## src/rtl/draw_pkg.sv

```systemverilog
// Shared definitions for the plot/clear controller: default framebuffer
// geometry, the controller state type and the pixel address mapping.
package draw_pkg;

    localparam int DRAW_WIDTH_DEF  = 320;
    localparam int DRAW_HEIGHT_DEF = 240;

    typedef enum logic [1:0] {
        ST_IDLE  = 2'd0,
        ST_CLEAR = 2'd1,
        ST_PLOT  = 2'd2
    } draw_state_e;

    // Row-major linear address of pixel (x, y); kept at 32 bits so callers
    // choose the final width without losing in-range results.
    function automatic logic [31:0] pixel_addr(input logic [31:0] x,
                                               input logic [31:0] y,
                                               input logic [31:0] width);
        return x + y * width;
    endfunction

endpackage

```

## src/rtl/draw_plot_ctrl.sv

```systemverilog
// Framebuffer write-side controller: on frame_start it sweeps the whole
// buffer with zeros (one write per cycle), then accepts plot requests and
// turns each in-range one into a single registered pixel write. Requests
// outside the framebuffer are dropped and counted.
module draw_plot_ctrl
    import draw_pkg::*;
#(
    parameter int DRAW_WIDTH  = DRAW_WIDTH_DEF,
    parameter int DRAW_HEIGHT = DRAW_HEIGHT_DEF,
    parameter int DRAW_SIZE   = DRAW_WIDTH * DRAW_HEIGHT,
    parameter int DRAW_ADDRW  = $clog2(DRAW_SIZE),
    parameter int DRAW_DATAW  = 1
) (
    input  logic                  clk,
    input  logic                  reset_n,
    input  logic                  frame_start,
    input  logic                  plot_valid,
    output logic                  plot_ready,
    input  logic [9:0]            plot_x,
    input  logic [9:0]            plot_y,
    input  logic [DRAW_DATAW-1:0] plot_color,
    output logic                  draw_we,
    output logic [DRAW_ADDRW-1:0] draw_addr_write,
    output logic [DRAW_DATAW-1:0] draw_data_in,
    output logic                  busy,
    output logic                  frame_done,
    output logic [15:0]           drop_cnt
);

    localparam logic [31:0]           WIDTH_U   = 32'(DRAW_WIDTH);
    localparam logic [31:0]           HEIGHT_U  = 32'(DRAW_HEIGHT);
    localparam logic [DRAW_ADDRW-1:0] LAST_ADDR = DRAW_ADDRW'(DRAW_SIZE - 1);

    draw_state_e           state_q;
    draw_state_e           state_d;
    logic [DRAW_ADDRW-1:0] clr_cnt;

    logic [31:0]           x_ext;
    logic [31:0]           y_ext;
    logic                  in_range;
    logic                  plot_accept;
    logic                  clear_last;
    logic [DRAW_ADDRW-1:0] plot_addr;

    // Write-port pipeline register (one stage after request acceptance)
    logic                  vld_p1;
    logic [DRAW_ADDRW-1:0] addr_p1;
    logic [DRAW_DATAW-1:0] data_p1;
    logic                  busy_q;
    logic                  done_q;
    logic [15:0]           drop_q;

    assign x_ext       = {22'd0, plot_x};
    assign y_ext       = {22'd0, plot_y};
    assign in_range    = (x_ext < WIDTH_U) && (y_ext < HEIGHT_U);
    assign plot_addr   = DRAW_ADDRW'(pixel_addr(x_ext, y_ext, WIDTH_U));
    assign clear_last  = (clr_cnt == LAST_ADDR);

    // frame_start takes priority over a simultaneous plot request
    assign plot_ready  = (state_q == ST_PLOT) && !frame_start;
    assign plot_accept = plot_valid && plot_ready;

    // State register
    always_ff @(posedge clk or negedge reset_n) begin
        if (!reset_n) begin
            state_q <= ST_IDLE;
        end else begin
            state_q <= state_d;
        end
    end

    // Next-state decode; frame_start is deliberately not looked at in CLEAR
    always_comb begin
        state_d = state_q;
        case (state_q)
            ST_IDLE:  if (frame_start) state_d = ST_CLEAR;
            ST_CLEAR: if (clear_last)  state_d = ST_PLOT;
            ST_PLOT:  if (frame_start) state_d = ST_CLEAR;
            default:  state_d = ST_IDLE;
        endcase
    end

    // Clear sweep counter, write port, status flags and drop counter
    always_ff @(posedge clk or negedge reset_n) begin
        if (!reset_n) begin
            clr_cnt <= '0;
            vld_p1  <= 1'b0;
            addr_p1 <= '0;
            data_p1 <= '0;
            busy_q  <= 1'b0;
            done_q  <= 1'b0;
            drop_q  <= '0;
        end else begin
            vld_p1 <= 1'b0;
            done_q <= 1'b0;
            busy_q <= (state_d == ST_CLEAR);
            case (state_q)
                ST_IDLE: begin
                    if (frame_start) begin
                        clr_cnt <= '0;
                        vld_p1  <= 1'b1;
                        addr_p1 <= '0;
                        data_p1 <= '0;
                    end
                end
                ST_CLEAR: begin
                    // clr_cnt always equals the address currently presented
                    if (clear_last) begin
                        done_q <= 1'b1;
                    end else begin
                        clr_cnt <= clr_cnt + 1'b1;
                        vld_p1  <= 1'b1;
                        addr_p1 <= clr_cnt + 1'b1;
                        data_p1 <= '0;
                    end
                end
                ST_PLOT: begin
                    if (frame_start) begin
                        clr_cnt <= '0;
                        vld_p1  <= 1'b1;
                        addr_p1 <= '0;
                        data_p1 <= '0;
                    end else if (plot_accept) begin
                        if (in_range) begin
                            vld_p1  <= 1'b1;
                            addr_p1 <= plot_addr;
                            data_p1 <= plot_color;
                        end else if (drop_q != 16'hFFFF) begin
                            drop_q <= drop_q + 16'd1;
                        end
                    end
                end
                default: begin
                    clr_cnt <= '0;
                end
            endcase
        end
    end

    assign draw_we         = vld_p1;
    assign draw_addr_write = addr_p1;
    assign draw_data_in    = data_p1;
    assign busy            = busy_q;
    assign frame_done      = done_q;
    assign drop_cnt        = drop_q;

endmodule

```

## config.mk

```make
export PLATFORM = sky130hd
export DESIGN_NAME = draw_plot_ctrl
export DESIGN_NICKNAME = d
export VERILOG_FILES = /design/src/rtl/draw_pkg.sv /design/src/rtl/draw_plot_ctrl.sv
export SDC_FILE = /design/constraint.sdc
export NUM_CORES = 1
export LEC_CHECK = 0
export CELL_PAD_IN_SITES_DETAIL_PLACEMENT = 1
export CELL_PAD_IN_SITES_GLOBAL_PLACEMENT = 2
export CORE_AREA = 2 2 109 111
export CTS_CLUSTER_DIAMETER = 30
export CTS_CLUSTER_SIZE = 40
export DETAILED_ROUTE_END_ITERATION = 12
export DIE_AREA = 0 0 111 113
export GPL_ROUTABILITY_DRIVEN = 0
export PLACE_DENSITY = 0.75
export SYNTH_ARGS = -nofsm -noshare
export SYNTH_HDL_FRONTEND = slang
export SYNTH_SLANG_ARGS = --single-unit
```

## constraint.sdc

```tcl
create_clock -name clk -period 2.8 [get_ports clk]
set_input_delay 0.7 -clock clk [delete_from_list [all_inputs] [get_ports clk]]
set_output_delay 0.7 -clock clk [all_outputs]
set_load 0.01 [all_outputs]
```

# Word level (Yosys, flattened, before mapping)
# Cells that the tools add are included.
# word_totals
wordCells	60
ff_bits	56
output_inout_bits	38
# classes
order_cmp	2
n_bitwise	2
muxes	24
multipliers	1
reduce_logical	10
add_sub_neg	3
n_eq_ne	10
# op_table
op	count
two-way mux 17 bit	5
case mux 17 bit (3 select lines)	1
case mux 17 bit (2 select lines)	1
adder 10 x 17 -> 17 bit	1
adder 17 x 1 -> 17 bit (second input constant)	1
== test 17 bit (second input constant)	1
adder 16 x 1 -> 16 bit (second input constant)	1
!= test 16 bit (second input constant)	1
two-way mux 1 bit	12
multiplier 10 x 3 -> 11 bit (second input constant)	1
less-than comparator 10 x 8 -> 1 bit (second input constant)	1
less-than comparator 10 x 9 -> 1 bit (second input constant)	1
AND reduction 5 bit	2
!= test 3 bit (second input constant)	2
case mux 1 bit (3 select lines)	2
== test 2 x 1 -> 1 bit (second input constant)	2
two-way mux 2 bit	2
!= test 2 bit (second input constant)	2
case mux 2 bit (2 select lines)	1
logical AND 1 bit	3
nonzero test 3 bit	1
== test 2 bit (second input constant)	1
zero test 2 bit	1
!= test 2 x 1 -> 1 bit (second input constant)	1
4 further kinds	5

# Depth between registers and ports, before layout
# depth
depth_word	6
depth_mapped	10

# Worst setup path after synthesis
# No wires, ideal clock.
# synth_timing
path_kind	input -> register
from	in plot_y[1]
to	reg addr_p1[15], in the netlist draw_addr_write[15]
setup_slack_ns	-0.264
setup_time_ns	0.128
cell_stages	9
arrival_time_ns	2.936
path_buffers	0
cell_sequence	ha_1 > ha_1 > fa_1 > xor2_1 > nand2_1 > or4b_2 > o21a_1 > o21ai_0 > a31oi_1
# synth_between
elab_chain_len	6
# synth_rtl
element	line_no	text
start: declaration	draw_plot_ctrl.sv:20	input logic [9:0] plot_y,
multiplier 10 x 3 -> 11 bit	draw_pkg.sv:19	return x + y * width;
adder 10 x 17 -> 17 bit	draw_pkg.sv:19	
two-way mux 17 bit	draw_plot_ctrl.sv:124	if (in_range) begin
two-way mux 17 bit	draw_plot_ctrl.sv:123	end else if (plot_accept) begin
two-way mux 17 bit	draw_plot_ctrl.sv:118	if (frame_start) begin
case mux 17 bit (3 select lines)	draw_plot_ctrl.sv:97	case (state_q)
end signal: assignment	draw_plot_ctrl.sv:113	addr_p1 <= clr_cnt + 1'b1;
end signal: assignment	draw_plot_ctrl.sv:126	addr_p1 <= plot_addr;
end: declaration	draw_plot_ctrl.sv:47	logic [DRAW_ADDRW-1:0] addr_p1;
# Several ways; a longest one is shown, not always the timed one. The select of a mux whose other input is x is not followed.
# A chain may end at the register's enable or synchronous reset.

# Worst setup path after layout
# layout_timing
from	in plot_y[5]
to	reg addr_p1[13], in the netlist draw_addr_write[13]
# Same word-level chain as after synthesis.

==> impl_metrics.toml <==
[run_status]
outcome = "complete, no violations"

[synthesis]
synth_flop_cell = "dfrtp_1"
postSynthAreaPerCell_sq_um = 9.013
synth_top_area_cell = "dfrtp_1"
synth_area_sq_um = 3587
postSynthCellCount = 398
seq_area_frac_synth_pct = 39.07
post_synth_num_cell_types = 54
yosysTopAreaCellShare_pct = 39.07
asyncSetResetFlopFracSynth_pct = 100.0
ys.warnings.count = 0
synth-seq-cells = 56
synth_edf_count = 0
synth_nets = 450
synth.area.top_cells = "dfrtp_1 (39%), nand2_1 (8.8%), ha_1 (8.7%), xnor2_1 (5.9%), o21ai_0 (4.3%)"

[power]
p_leak_nw = 2.255
fin_total_pwr_mw = 2.709
powerDensity_nw_per_um2 = 528.6
vdd_drop_max_v = 0.0002617

[finish]
nNetsFinal = 559
area_delta_synth_final_pct = 42.87
register_area_sq_um = 1401
n_antenna_cell = 0
drive_gt1_share_pct = 20.87
multi_input_area_sq_um = 2311
n_fill_cell = 1296

[timing]
period_share_pct = 97.23
final.min_clock_period_ps = 2722
max_freq_ghz = 0.3673
max_slew.worst_pin.slew_ps = 533.5
hold_violations = 0
relSlewSlack_pct = 64.43
rsz0062_at_grt = "true"
slew_viol_final = 0
skew_ps = 6.542
finalSetupViolations = 0
setup_ws_ps = 77.65

[route]
drtPass1Iterations = 4
routed_wl_microns = 10850
wl_per_cell_microns = 16.67
vias = 3299
ant_nets = 0
vias_per_cell = 5.068
route.detailed.drc = 0
first_iter_violations = 82

[floorplan]
fp.dieH_microns = 113
initial_core_util_pct = 31.82
placementRows = 39
ioPinCount = 63
dieArea_sq_um = 12540
die_x_microns = 111
coreArea_sq_um = 11270

[setup_path]
path_class = "in -> reg"
worst_setup_path_start_kind = "input pin"
cp_max_fo = 4
cp.arrival_ps = 2900
crit_required_ps = 2970
endpoint_kind = "flip-flop"
worstRegToRegCells = 8

[flow_run]
cap_violations = 0

[global_routing]
grt_max_degree = 57
grt_pass1_wl_microns = 18450
overflow = 0
grt_pass1_vias = 3742
antenna_found_initial = 0
gr-usage-all-layers_pct = 17.81

[clocking]
cts_root_buf = "clkbuf_16"
ctsHoldBuffers = 0
cts_buffers = 5
cts_sinks = 56
cts_max_level = 2
insertion_delay_ps = 300
clk_pin_slew_ps = 70
clockBufferDepth = 2
cts_tree = "built"

[placed_design]
portBuffers = 62
hpwl_microns = 8087
post-place-ws_ps = -648.4

[min_path]
holdCritPathClass = "in -> async"
-- critical path: stages --
cell	delay, ps
clkdlybuf4s15_1	270
ha_4	270
ha_4	310
buf_4	120
nor2_1	40
o21ba_2	220
or4b_4	560
xnor2_1	150
a21oi_1	150
o21ai_0	100
-- cells in the final DEF (no fill, tap or decap), types with 11 or more instances in the layout --
cell type        count
ha_1                13
nand3_1             12
o21ai_0             28
dfrtp_1             56
clkdlybuf4s50_1     52
ha_4                11
buf_4               52
xnor2_1             24
xor2_1              14
nand2_1             84
a21oi_1             14
nor2_1              16
-- registers in the layout (all words and copies together) (netlist names) --
name,cells
clr_cnt,17
drop_cnt,16
draw_data_in,1
frame_done,1
draw_addr_write,17
busy,1
draw_we,1
state_q,2
-- kinds of logic after synthesis --
| logic type | synth area share, % |
|---|---|
| fa+ha+maj | 9.836 |
| compound gates | 15.07 |
| mux | 1.744 |
| xor+xnor | 9.522 |
| buf+inv | 3.174 |
| simple gates | 21.59 |
| flops | 39.07 |
-- worst paths after layout --
path                                    from                  end  slack (ps)
worst max-delay path               plot_y[5]  draw_addr_write[13]          80
worst min-delay path                 reset_n   draw_addr_write[9]         400
worst max register to register    clr_cnt[0]  draw_addr_write[15]         290
worst min register to register  draw_data_in         draw_data_in         490
max in group asynchronous            reset_n         drop_cnt[10]        2150
min in group clk                draw_data_in         draw_data_in         490
-- routing by layer --
metal | GRT usage, % | part of all wire, %
met1 | 23.11 | 46
met2 | 31.37 | 49
met3 | 3.321 | 3.5
met4 | 3.417 | 0.78
met5 | 0 | 0
-- final cells by class --
type	instances	share of cell area (%)
clock buffers	5	2.441
clock inverters	3	0.9033
inverters	11	0.8057
multi-input cells	317	45.09
flip-flops and latches	56	27.34
well taps	143	3.491
repair buffers	116	19.92
-- Yosys cell counts, types with 3 or more instances --
cell type,n
nor3_1,8
xor2_1,15
dfrtp_1,56
o21ai_0,31
nor4_1,7
a211oi_1,5
nand4_1,10
and3_1,3
inv_1,10
nand2_1,84
or3_1,3
buf_2,7
a21o_1,5
a21oi_1,15
and2_1,5
a22o_1,4
nand3_1,12
clkbuf_1,5
and4_1,3
nor2_1,18
mux2i_1,4
xnor2_1,24
ha_1,25
-- report_power, final --
part	internal [mW]	switching (mW)
logic	0.469	0.547
registers	0.877	0.0699
clock network	0.426	0.319
-- metrics by stage --
step	hold WS, ps	instance area [sq um]	TNS [ps]	utilization, %	cells
floorplan	404.4	3628	0	-	398
global placement	467.0	4758	-3089	42.21	640
detailed placement	478.2	4758	-3592	42.21	640
CTS	411.1	5035	0	44.67	651
global route	428.6	5125	-52.80	45.47	651
finish	401.1	5125	0	45.47	651
-- timing repair --
item                       4_1_cts  5_1_grt
setup endpoints to repair        6        5
setup buffers                    3        0
gates resized for setup         23       26
cloned                           0        0
pin swaps                       12       16
hold endpoints to repair         0        0
Note: power is estimated with default switching activity, not from simulation.
